### src/rtl/wbfm_audio_decimator.sv
// Boxcar decimator behind the wbfm core's ap_fifo output. It averages each stereo channel over
// 2^DECIM_LOG2 samples and writes one word per block to the downstream read FIFO.
module wbfm_audio_decimator #(
  parameter int unsigned DECIM_LOG2 = 2
) (
  input  logic        ap_clk,
  input  logic        ap_rst_n,
  input  logic        clr,
  input  logic [31:0] in_din,
  input  logic        in_write,
  output logic        in_full_n,
  output logic [31:0] out_din,
  output logic        out_wr_en,
  input  logic        out_full,
  output logic        err_ovf,
  output logic [31:0] words_out
);

  localparam int unsigned AW = 16 + DECIM_LOG2;
  // With D = 1 the block counter carries no information; keep one bit so nothing is zero-width.
  localparam int unsigned CW = (DECIM_LOG2 > 0) ? DECIM_LOG2 : 1;
  localparam logic [CW-1:0] CntLast = CW'((1 << DECIM_LOG2) - 1);

  logic signed [AW-1:0] acc_l_q, acc_l_d, acc_r_q, acc_r_d;
  logic        [CW-1:0] cnt_q, cnt_d;
  logic                 out_valid_q, out_valid_d;
  logic        [31:0]   out_data_q, out_data_d;
  logic                 err_q, err_d;
  logic        [31:0]   words_q, words_d;

  logic signed [15:0]   s_l, s_r;
  logic signed [AW-1:0] sum_l, sum_r, avg_l, avg_r;
  logic                 drain, accept, last;

  assign s_l = in_din[31:16];
  assign s_r = in_din[15:0];
  assign sum_l = acc_l_q + AW'(s_l);
  assign sum_r = acc_r_q + AW'(s_r);
  assign avg_l = sum_l >>> DECIM_LOG2;
  assign avg_r = sum_r >>> DECIM_LOG2;

  assign out_wr_en = out_valid_q && !out_full;
  assign drain     = out_wr_en;
  assign in_full_n = !out_valid_q || !out_full;
  assign accept    = in_write && in_full_n;
  assign last      = (cnt_q == CntLast);

  assign out_din   = out_data_q;
  assign err_ovf   = err_q;
  assign words_out = words_q;

  always_comb begin
    acc_l_d     = acc_l_q;
    acc_r_d     = acc_r_q;
    cnt_d       = cnt_q;
    out_valid_d = out_valid_q;
    out_data_d  = out_data_q;
    err_d       = err_q;
    words_d     = words_q;

    if (drain) begin
      out_valid_d = 1'b0;
      words_d     = words_q + 32'd1;
    end

    // A final sample may reload the output register in the same cycle it drains.
    if (accept) begin
      if (last) begin
        out_data_d  = {avg_l[15:0], avg_r[15:0]};
        out_valid_d = 1'b1;
        acc_l_d     = '0;
        acc_r_d     = '0;
        cnt_d       = '0;
      end else begin
        acc_l_d = sum_l;
        acc_r_d = sum_r;
        cnt_d   = cnt_q + CW'(1);
      end
    end

    if (in_write && !in_full_n) begin
      err_d = 1'b1;
    end

    // clr leaves the sticky error alone and overrides any simultaneous accept.
    if (clr) begin
      acc_l_d     = '0;
      acc_r_d     = '0;
      cnt_d       = '0;
      out_valid_d = 1'b0;
      out_data_d  = '0;
      words_d     = '0;
    end
  end

  always_ff @(posedge ap_clk or negedge ap_rst_n) begin
    if (!ap_rst_n) begin
      acc_l_q     <= '0;
      acc_r_q     <= '0;
      cnt_q       <= '0;
      out_valid_q <= 1'b0;
      out_data_q  <= '0;
      err_q       <= 1'b0;
      words_q     <= '0;
    end else begin
      acc_l_q     <= acc_l_d;
      acc_r_q     <= acc_r_d;
      cnt_q       <= cnt_d;
      out_valid_q <= out_valid_d;
      out_data_q  <= out_data_d;
      err_q       <= err_d;
      words_q     <= words_d;
    end
  end

endmodule

### config.mk
export PLATFORM = sky130hd
export DESIGN_NAME = wbfm_audio_decimator
export DESIGN_NICKNAME = d
export VERILOG_FILES = /design/src/rtl/wbfm_audio_decimator.sv
export SDC_FILE = /design/constraint.sdc
export NUM_CORES = 1
export LEC_CHECK = 0
export BUFFER_PORTS_ARGS = -buffer_cell sky130_fd_sc_hd__buf_2
export CAP_MARGIN = 15
export CORE_ASPECT_RATIO = 0.7
export CORE_MARGIN = 2
export CORE_UTILIZATION = 58
export DETAILED_ROUTE_END_ITERATION = 10
export GPL_ROUTABILITY_DRIVEN = 1
export PLACE_DENSITY = 0.84
export SYNTH_ARGS = -nofsm -noshare
export SYNTH_HDL_FRONTEND = slang
export SYNTH_SLANG_ARGS = --single-unit
### constraint.sdc
create_clock -name ap_clk -period 4.1 [get_ports ap_clk]
set_clock_uncertainty 0.05 [all_clocks]
set_input_delay 0.82 -clock ap_clk [delete_from_list [all_inputs] [get_ports ap_clk]]
set_output_delay 0.82 -clock ap_clk [all_outputs]
set_load 0.01 [all_outputs]
==> impl.org, run 1 <==
** Global route
- For this run, the total global-route usage over all layers was measured as 0.283.
- Pin count of the biggest net entering global routing :: 76
- Number of global-route vias before repair :: 5423
- Wire length of the first global-routing pass :: 26100 microns
- Initial antenna violation count :: 1
- Final global-route overflow total :: 0

** Clock tree
- The tree is rooted in a clkbuf_16.
- Clk pin slew, worst setup/hold paths :: 0.08 ns
- Clock latency on the worst-skew pair, taken at its later pin, is 0.36 ns.
- CTS H-tree lvls :: 3
- The clock passes through at most 2 buffers.
- Hold repair after CTS inserted 0 buffers.
- Num CTS Buffers :: 9
- For this design, the sink count on the clock tree is 104.
- TritonCTS built the clock tree.
- Once the clock tree was built, the setup fixing pass inserted 0 buffers.
- In this run, post-CTS repair resized a total of 0 instances.

** Place
- Summing all placed instances gives a cell area of 6730 sq um.
- Routability-driven placement finished with a final weighted congestion of 0.986.
- Detail Placement HPWL :: 11100 microns
- I/O Buffers :: 103

** Detailed routing
- Top layer reached by signal wires :: met4
- The routed design uses 7370 microns of met2 wire.
- Remaining antenna violation count :: 0
- After detailed routing, the average wire length per cell comes to 17.3 microns.
- Via-per-instance ratio :: 6.01
- For this block, the routed nets add up to 15500 microns of wire.
- Detailed routing placed a total of 1140 microns of wire on met3.
- The routed layout has 5406 vias.
- For this block, the initial DRC count from the detailed router was 379.
- Residual DRC count :: 0
- In the final routing, the length of wire on met1 measures 6700 microns.
- Before antenna repair, the detailed router went through 4 iterations.

** Worst setup path
- CP endpoint kind :: flip-flop
- At the worst endpoint, the arrival time is 2.98 ns.
- The setup check on the worst reg-to-reg path leaves a slack of 1.53 ns.
- Crit path launch :: in_din[0]
- Along the worst path, the maximum fanout reaches 5.
- Critical path start-end classification :: input port to flip-flop
- The worst register-to-register path begins at cnt_q[0].
- Required @ worst endpoint :: 4.32 ns
- STA classifies the critical path startpoint as an input port.

** Synthesis
- After technology mapping, the gate count stands at 667.
- Of the total synthesized cell area, the portion taken by full adders, half adders and majority gates is 0.0804.
- Synth Net Count :: 742
- Yosys reg bits :: 104
- Average footprint of a synthesized cell :: 9.14 sq um
- The mapped netlist covers 6100 sq um.
- Xor and xnor fraction of the mapped netlist area :: 0.0747
- Synthesis warning total :: 0
- Dominant combinational cell family by area after synthesis :: simple AND/OR/NAND/NOR gates
- The number of different library cells used by synthesis comes to 65.
- The complex-gate fraction of the synthesized area came to 0.184.
- Count of flip-flops with a built-in enable after synthesis :: 0
- Area fraction in and, or, nand and nor cells after synthesis :: 0.200
- Of all flip-flops after synthesis, the portion carrying an async set or reset was 1.00.
- Post-synthesis mux area share :: 0.00677
- The share of the Yosys chip area taken by registers is 0.427.
- In the synthesized netlist the dominant register cell turns out to be dfrtp_1.

** Timing
- In this run the tightest slew margin relative to its limit is 0.372.
- Setup violations remaining at the end of the flow were counted as 0.
- Final Slew Violations :: 0
- WHS :: 0.427 ns
- Time the worst path needs with I/O delays and setup :: 2.76 ns
- For the final routed database, the setup TNS stands at 0 ns.
- Static timing analysis puts the maximum clock frequency at 0.362 GHz.
- Setup repair after global routing missed its margin :: no
- For the pin with the worst max-slew slack, the measured transition is 0.942 ns.
- Final period util :: 0.673
- Hold Violations, Final :: 0

** Finish
- The top cell types in the final layout, fill and taps aside, are dfrtp_1, buf_2, nand2_1, nor2_1, a21oi_1.
- Total Nets Final :: 837
- The finished cells cover 7050 sq um.
- Most frequent standard cell in the layout excluding fill and tap cells :: dfrtp_1
- Flip-flop and latch area :: 2600 sq um
- Area growth syn-to-layout :: 15.6%
- Proportion of layout cells with a drive suffix above 1 :: 0.189
- Layout filler cell count :: 793
- Summing all multi-input logic gate instances after layout gives 3330 sq um.

** Outcome
- The flow ran to the end, and the final reports show no timing, DRC or antenna violations.

** Min path
- The startpoint identified for the worst hold timing path is out_din[3].
- The worst hold path belongs to the class flip-flop to flip-flop.

** Floorplanning
- The die covers 11400 sq um.
- The die is 127 microns wide.
- During I/O placement, the number of pins put on the boundary was 104.
- Chip height :: 89.8 microns
- Initial cell density of the core :: 0.593
- The core region is 10300 sq um.
- In this run the core area contains 31 standard-cell rows.

** Flow run
- Count of maximum capacitance violations :: 0

** Pwr
- In this run the power density over the cells is 384 nW/um^2.
- Worst vdd rail ir drop :: 0.297 mV
- In this run the static leakage power is 3.41 nW.
- Overall power of the completed layout :: 2.71 mW
-- per-layer routing --
layer,global-route usage,vias to the layer above
li1,-,2558
met1,0.375,2595
met2,0.455,214
met3,0.0792,39
met4,0.0833,0
met5,0,-
-- final timing paths --
path,endpoint,cells after the start
setup / recovery,acc_r_q[14],11
hold / removal,out_din[3],2
setup reg to reg,out_din[28],5
hold reg to reg,out_din[3],2
max in group asynchronous,out_din[6],2
min in group asynchronous,out_din[30],1
-- power breakdown --
part	internal, mW	switching [mW]	leakage (nW)
combinational	0.266	0.418	1.83
clock	0.499	0.401	0.154
sequential	1.09	0.0380	1.43
total	1.85	0.857	3.41
-- flip-flops by register name, summed over array words and instances (netlist names) --
register     flops
out_din         32
cnt_q            2
err_ovf          1
acc_l_q         18
out_valid_q      1
words_out       32
acc_r_q         18
-- cell type report --
type,instances,share of cell area
multi-input combinational,520,0.472
sequential,104,0.369
timing repair buffer,111,0.0820
clock buffer,10,0.0339
tap,132,0.0234
clock inverter,6,0.0105
inverter,16,0.00852
antenna,1,0.000355
-- per-stage QoR --
stage	utilization	cells	worst slack (ns)
after global routing	0.685	899	1.15
after floorplan	-	667	1.38
final	0.686	900	1.34
after global placement	0.655	883	1.15
after detailed placement	0.655	883	1.01
after CTS	0.685	899	1.37
-- synth_stat cells, types with 3 or more instances --
cell type / n / area [sq um]
dfrtp_1: 104 / 2600
nand2_1: 80 / 300
nor2_1: 74 / 278
a21oi_1: 58 / 290
o21ai_0: 41 / 205
ha_1: 36 / 450
xor2_1: 32 / 280
nand3_1: 23 / 115
xnor2_1: 20 / 175
nor3_1: 18 / 90.1
clkbuf_1: 17 / 63.8
inv_1: 16 / 60.1
or3_1: 11 / 68.8
and3_1: 9 / 56.3
a22o_1: 8 / 70.1
a22oi_1: 8 / 60.1
a211oi_1: 6 / 45.0
buf_1: 6 / 22.5
o21a_1: 6 / 45.0
nand4_1: 5 / 31.3
nor2b_1: 5 / 31.3
a21o_1: 4 / 30.0
and2_1: 4 / 25.0
and4_1: 4 / 35.0
nand3b_1: 4 / 30.0
o211ai_1: 4 / 30.0
o21bai_1: 4 / 30.0
o31ai_1: 4 / 30.0
buf_2: 3 / 15.0
mux2i_1: 3 / 30.0
nand2b_1: 3 / 18.8
nor3b_1: 3 / 22.5
-- critical path: stages --
cell and delay (ns):
buf_2 0.10, ha_1 0.22, inv_1 0.10, fa_1 0.21, nor2b_1 0.08, o31ai_2 0.32
a21oi_1 0.22, a221oi_4 0.39, o21ai_1 0.18, xnor2_1 0.15, o21ai_0 0.19
-- kinds of logic after synthesis --
logic type                 after synthesis
adders and majority gates               38
DFF                                    104
xor gates and xnor gates                52
muxes                                    4
AOI/OAI and AO/OA                      171
and+or+nand+nor                        255
buffers and inverters                   43
(Power assumes the default switching activity.)
==> run 2: changes to the inputs <==
CORE_UTILIZATION = 51   (was 58)
PLACE_DENSITY = 0.78   (was 0.84)
clock period = 2.21 ns   (was 4.1 ns; I/O delays follow)
==> run 2 against run 1 <==
Effect of this change:
- worst setup slack lost 1.4 ns
- register-to-register slack lost 1.6 ns
- the run now ends with setup timing left
- routed wire length grew 15%
- critical path type is now flip-flop to flip-flop
- critical endpoint is now out_din[24]
==> impl.org, run 2 (synthesis results as in run 1) <==
** Outcome
- Outcome: complete, but fails checks (was finished, final reports clean).
- Failing checks :: setup timing

** Floorplanning
- Area of the placeable core :: 11700 sq um (was 10300 sq um)
- Die Wd :: 135 microns (was 127 microns)
- The initial core utilization is 0.522 (was 0.593).
- The cell row count came to 33 (was 31).
- Area enclosed by the die boundary :: 12900 sq um (was 11400 sq um)
- I/O pin count :: 104 (unchanged)
- The height of the die came to 95.5 microns (was 89.8 microns).

** Timing
- After layout, the minimum clock period comes to 2.26 ns.
- Final period util :: 1.02
- Setup repair after global routing missed its margin :: yes (was no)
- The final number of setup-violating endpoints came to 6 (was 0).
- The final hold violation count is 0 (unchanged).
- The worst-case headroom to the max-slew limit was 0.593 (was 0.372).
- Maximum achievable frequency :: 0.442 GHz
- Slew of the pin with the lowest slew margin :: 0.605 ns (was 0.942 ns)
- Final Slew Violations :: 0 (unchanged)
- Worst setup margin :: -0.0513 ns (was 1.34 ns)

** Detailed routing
- 1st-iter DRT viols :: 385 (was 379)
- Via-per-instance ratio :: 5.75 (was 6.01)
- The overall via count from detail_route came to 5780 (was 5406).
- The count of nets left with antenna violations after detail routing is 0 (unchanged).
- Wire length per cell after detailed routing :: 17.8 microns (was 17.3 microns)
- Residual DRC count :: 0 (unchanged)
- Aggregate routed wire length :: 17900 microns (was 15500 microns)
- Pre-antenna DRT Iters :: 5 (was 4)

** Finish
- Core occupancy in the finished layout :: 0.701 (was 0.686)
- The area growth from synthesis to layout came to 34.2% (was 15.6%).
- Most frequent standard cell in the layout excluding fill and tap cells :: dfrtp_1 (unchanged)
- Top library cells by usage in the layout, fill and taps aside: dfrtp_1, buf_2, buf_4, nand2_1, nor2_1 (was dfrtp_1, buf_2, nand2_1, nor2_1, a21oi_1).
- Total Nets Final :: 916 (was 837)
- The ratio of cells with drive above 1 in the final layout was 0.351 (was 0.189).

** Global route
- Initial antenna violation count :: 2 (was 1)
- Number of global-route vias before repair :: 5480 (was 5423)
- The total congestion overflow was 0 (unchanged).
- The global-route wire length before repair came to 26900 microns (was 26100 microns).
- Pin count of the biggest net entering global routing :: 61 (was 76)
- The total track usage was 0.268 (was 0.283).

** Pwr
- Switching power summed over all nets :: 1.89 mW (was 0.857 mW)
- The power density relative to cell area came to 684 nW/um^2 (was 384 nW/um^2).
- Leakage :: 3.88 nW (was 3.41 nW)
- Clock network power share :: 0.282 (was 0.333)
- Switching portion of total power :: 0.337 (was 0.316)
- The combinational group share of total power came to 0.342 (was 0.253).
- Part of the power in registers :: 0.376 (was 0.415)
- The internal power came to 3.71 mW (was 1.85 mW).
- Overall power of the completed layout :: 5.60 mW (was 2.71 mW)
- Worst vdd rail ir drop :: 0.430 mV (was 0.297 mV)

** Clock tree
- Clock tree sinks :: 104 (unchanged)
- The clock tree from TritonCTS is built (unchanged).
- The deepest level of the CTS H-tree came to 3 (unchanged).
- Cell at the root of the clock tree :: clkbuf_16 (unchanged)
- Clk pin slew, worst setup/hold paths :: 0.07 ns (was 0.08 ns)
- The number of buffers inserted during clock tree synthesis was 9 (unchanged).
- The maximum buffer depth of the clock tree was 2 (unchanged).
- The clock network latency to the later pin of the worst-skew pair came to 0.35 ns (was 0.36 ns).
- Post-cts hold buffer count :: 0 (unchanged)

** Min path
- The path category of the worst min-delay check was input port to asynchronous set/reset pin (was flip-flop to flip-flop).

** Worst setup path
- Critical path start-end classification :: flip-flop to flip-flop (was input port to flip-flop)
- Worst Path Arrival :: 2.51 ns (was 2.98 ns)
- The type of element launching the critical path is a flip-flop (was input port).
- The data required time of the critical path came to 2.46 ns (was 4.32 ns).
- CP endpoint kind :: flip-flop (unchanged)
- Maximum fanout encountered on the critical timing path :: 4 (was 5)

** Place
- The placer's final routability congestion estimate came to 0.930 (was 0.986).
- The detailed placement HPWL was 12600 microns (was 11100 microns).
- I/O Buffers :: 103 (unchanged)

** Flow run
- Count of maximum capacitance violations :: 0 (unchanged)
## run 2: timing repair
action                                  in CTS  in global routing
setup buffers                                2                  5
endpoints found under the setup margin      26                 40
resized for setup                           28                 77
pin swaps                                   11                 50
## run 2: final cells by class
type	count	area [sq um]
diodes	2	5.00
clock buffers	10	239
clock inverters	6	51.3
fillers	868	3500
inverters	16	60.1
multi-input cells	520	3820
flip-flops and latches	104	2600
well taps	157	196
repair buffers	190	1210
## run 2: metal layers
layer / share of wire / vias up / GRT usage
met5: 0 / - / 0
met4: 0.015 / 0 / 0.0851
met2: 0.49 / 203 / 0.441
li1: - / 2714 / -
met3: 0.061 / 25 / 0.0617
met1: 0.44 / 2838 / 0.354
## run 2: worst max-delay path: stages (launching register included)
cell and delay, ns:
dfrtp_1 0.35, ha_2 0.19, inv_2 0.04, fa_2 0.37, nor2b_4 0.16, o31ai_4 0.08
a21boi_2 0.27, o211ai_1 0.21, and3_1 0.23, nor3_1 0.13, o21a_1 0.14
## run 2: through the flow
step	hold slack (ns)	setup WS (ns)	cells	instance area, sq um	TNS [ns]
floorplan	0.0964	0.000139	667	6110	0
global placement	0.398	-0.239	980	7340	-5.41
detailed placement	0.402	-0.371	980	7340	-8.71
CTS	0.0277	-0.0131	998	7760	-0.0336
global route	0.0364	-0.198	1005	8190	-2.34
finish	0.00949	-0.0513	1005	8190	-0.107
## run 2: worst paths after layout
path	from	end	slack, ns	cells after the start
hold / removal	ap_rst_n	acc_l_q[11]	0.009	2
setup reg to reg	acc_l_q[0]	out_din[24]	-0.05	10
min in group ap_clk	out_full	err_ovf	0.30	2
hold reg to reg	out_din[3]	out_din[3]	0.43	2
max in group asynchronous	ap_rst_n	words_out[16]	1.76	2
setup / recovery	acc_l_q[0]	out_din[24]	-0.05	10
## run 2: power groups by stage
stage | clock network (mW) | registers [mW] | logic [mW]
after floorplan | 0 | 2.11 | 0.923
after global placement | 0 | 2.12 | 1.46
after detailed placement | 0 | 2.12 | 1.52
after CTS | 1.60 | 2.09 | 1.61
after global routing | 1.68 | 2.12 | 2.06
final | 1.58 | 2.10 | 1.91
==> run 3: changes to the inputs <==
CORE_UTILIZATION = 53   (was 51)
CTS_BUF_LIST = sky130_fd_sc_hd__clkbuf_4   (was unset)
PLACE_DENSITY = 0.81   (was 0.78)
==> run 3 against run 2 <==
Effect of this change:
- the flow still finishes with violations (setup timing)
- non-clock buffer count grew 4
- fmax shrank 0.48%
- clock-buffer cell count shrank 1
- power shrank 12%
- die area shrank 3.6%
- sequential share of layout area grew 0.73 points
- critical path depth is the same
==> impl.org, run 3 (synthesis results as in run 1) <==
** Worst setup path
- CP endpoint kind :: flip-flop (unchanged)
- Critical path start-end classification :: flip-flop to flip-flop (unchanged)
- Worst Path Arrival :: 2.65 ns (was 2.51 ns)
- Required @ worst endpoint :: 2.59 ns (was 2.46 ns)
- Cell family with most CP delay :: simple AND/OR/NAND/NOR gates (was compound AO/OA/AOI/OAI gates)
- CP Cell Sequence: ha_2 > inv_2 > fa_2 > nor2b_4 > o31ai_4 > a211o_1 > nand2_1 > a21oi_2 > or4_1 > nand3_1 (was ha_2 > inv_2 > fa_2 > nor2b_4 > o31ai_4 > a21boi_2 > o211ai_1 > and3_1 > nor3_1 > o21a_1).
- Critical path's slowest cell :: or4_1 (was fa_2)
- The type of element launching the critical path is a flip-flop (unchanged).
- Crit path launch :: acc_r_q[0] (was acc_l_q[0])
- The combined buffer and inverter count along the critical path was 1 (unchanged).
- Critical Path Max Stage Delay :: 0.40 ns (was 0.37 ns)
- Maximum fanout encountered on the critical timing path :: 4 (unchanged)
- The worst flop-to-flop path startpoint is acc_r_q[0] (was acc_l_q[0]).

** Place
- Last weighted congestion value of the routability-driven placer :: 0.910 (was 0.930)
- The quantity of I/O buffers inserted on ports is 103 (unchanged).
- The detailed placement HPWL was 12200 microns (was 12600 microns).
- Area of placed instances :: 7310 sq um (was 7340 sq um)

** Detailed routing
- The count of nets left with antenna violations after detail routing came to 0 (unchanged).
- Via-per-instance ratio :: 5.79 (was 5.75)
- The overall via count from detail_route was 5817 (was 5780).
- The final wirelength was 17700 microns (was 17900 microns).
- 1st-iter DRT viols :: 457 (was 385)
- Residual DRC count :: 0 (unchanged)
- The wire length per cell came to 17.6 microns (was 17.8 microns).
- Pre-antenna DRT Iters :: 5 (unchanged)

** Clock tree
- Clock tree from TritonCTS :: built (unchanged)
- The clock transition at the registers of the reported paths came to 0.17 ns (was 0.07 ns).
- Cell at the root of the clock tree :: clkbuf_4 (was clkbuf_16)
- The maximum buffer depth of the clock tree came to 2 (unchanged).
- The number of sinks handled by clock tree synthesis is 104 (unchanged).
- Worst skew pair latency :: 0.48 ns (was 0.35 ns)
- The deepest level of the CTS H-tree came to 3 (unchanged).
- Num CTS Buffers :: 9 (unchanged)

** Global route
- The number of global-route vias before repair is 5550 (was 5480).
- Final global-route overflow total :: 0 (unchanged)
- The global-route wire length before repair came to 27500 microns (was 26900 microns).
- Pin count of the biggest net entering global routing :: 105 (was 61)
- Initial antenna violation count :: 1 (was 2)
- The total track usage is 0.278 (was 0.268).

** Finish
- Most frequent standard cell in the layout excluding fill and tap cells :: dfrtp_1 (unchanged)
- Top library cells by usage in the layout, fill and taps aside :: dfrtp_1, buf_2, buf_4, nand2_1, nor2_1 (unchanged)
- The area growth from synthesis to layout was 31.2% (was 34.2%).
- The ratio of cells with drive above 1 in the final layout came to 0.341 (was 0.351).
- The net count reported at finish came to 920 (was 916).
- Layout Cell Area excl Fill :: 8000 sq um (was 8190 sq um)
- Flip-flop and latch area :: 2600 sq um (unchanged)
- The area of combinational cells with multiple inputs came to 3790 sq um (was 3820 sq um).
- Core occupancy in the finished layout :: 0.719 (was 0.701)
- The count of filler cells inserted in the layout is 831 (was 868).

** Timing
- Hold Violations, Final :: 0 (unchanged)
- The max-slew violation total from the final report was 0 (unchanged).
- Worst slew margin :: 0.589 (was 0.593)
- Slew of the pin with the lowest slew margin :: 0.617 ns (was 0.605 ns)
- The final critical-path share of the clock period is 1.03 (was 1.02).
- Time the worst path needs with I/O delays and setup :: 2.27 ns (was 2.26 ns)
- Setup repair after global routing missed its margin :: yes (unchanged)
- The final number of setup-violating endpoints is 9 (was 6).
- Maximum achievable frequency :: 0.440 GHz (was 0.442 GHz)
- Worst setup margin :: -0.0622 ns (was -0.0513 ns)

** Pwr
- Worst vdd rail ir drop :: 0.349 mV (was 0.430 mV)
- Leakage :: 3.77 nW (was 3.88 nW)
- The total power after layout is 4.90 mW (was 5.60 mW).
- PD cells :: 612 nW/um^2 (was 684 nW/um^2)

** Floorplanning
- The cell row count is 32 (was 33).
- The area of the core region came to 11100 sq um (was 11700 sq um).
- I/O pin count :: 104 (unchanged)
- Area enclosed by the die boundary :: 12400 sq um (was 12900 sq um)
- Die Wd :: 132 microns (was 135 microns)
- Initial cell density of the core :: 0.548 (was 0.522)
- Chip height :: 93.7 microns (was 95.5 microns)

** Outcome
- Failing checks: setup timing (unchanged).
- Outcome: complete, but fails checks (unchanged).

** Min path
- Hold/Removal Path Class :: input port to flip-flop (was input port to asynchronous set/reset pin)
- The worst hold path begins at out_full.

** Flow run
- The number of max-cap violations came to 0 (unchanged).
## run 3: cell types whose count changed in the layout (fill, tap and decap cells not counted), sizes merged
cell and change:
buf +3, clkbuf -1, clkinv +1, diode -1
dlygate4sd3 +1
## run 3: routing by layer
layer	global-route usage	share of wire	up-vias
met5	0	0	-
met4	0.0950	0.017	0
met3	0.0421	0.059	33
met2	0.453	0.48	222
met1	0.386	0.44	2834
li1	-	-	2728
## run 3: power by group
group / total, mW / switching [mW] / internal (mW) / leakage (nW)
sequential: 2.11 / 0.0934 / 2.01 / 1.43
clock: 0.929 / 0.688 / 0.241 / 0.0581
combinational: 1.86 / 0.981 / 0.880 / 2.29
## run 3: final cells by class
type / count / share of cell area
diodes: 1 / 0.000313
inverters: 16 / 0.00751
clock buffers: 9 / 0.00844
well taps: 153 / 0.0239
clock inverters: 7 / 0.00688
flip-flops and latches: 104 / 0.325
multi-input cells: 520 / 0.474
repair buffers: 194 / 0.154
## run 3: repair_timing
| action | in CTS | in global routing |
|---|---|---|
| gates resized for setup | 25 | 66 |
| setup endpoints to repair | 27 | 40 |
| pin swaps | 9 | 48 |
| buffers inserted | 4 | 10 |
| hold buffers | 1 | 0 |
| hold endpoints to repair | 95 | 0 |
## run 3: stage by stage
stage | setup slack, ns | instances | hold WS (ns) | setup TNS [ns]
after floorplan | 0.000139 | 667 | 0.0964 | 0
after global placement | -0.285 | 973 | 0.399 | -5.85
after detailed placement | -0.346 | 973 | 0.409 | -7.55
after CTS | -0.0345 | 994 | 0.155 | -0.0476
after global routing | -0.207 | 1004 | 0.148 | -2.33
final | -0.0622 | 1004 | 0.178 | -0.248
## run 3: final timing paths
path | to | slack, ns | depth (start not counted)
worst max-delay path | out_din[8] | -0.06 | 10
worst min-delay path | err_ovf | 0.18 | 2
worst max register to register | out_din[8] | -0.06 | 10
worst min register to register | err_ovf | 0.44 | 1
max in group asynchronous | out_din[16] | 1.13 | 3
min in group asynchronous | acc_l_q[14] | 0.46 | 3
## run 3: worst reg2reg max path: stages (launching register included)
cell and delay, ns:
dfrtp_1 0.38, ha_2 0.19, inv_2 0.04, fa_2 0.37
nor2b_4 0.18, o31ai_4 0.09, a211o_1 0.28, nand2_1 0.09
a21oi_2 0.08, or4_1 0.40, nand3_1 0.09
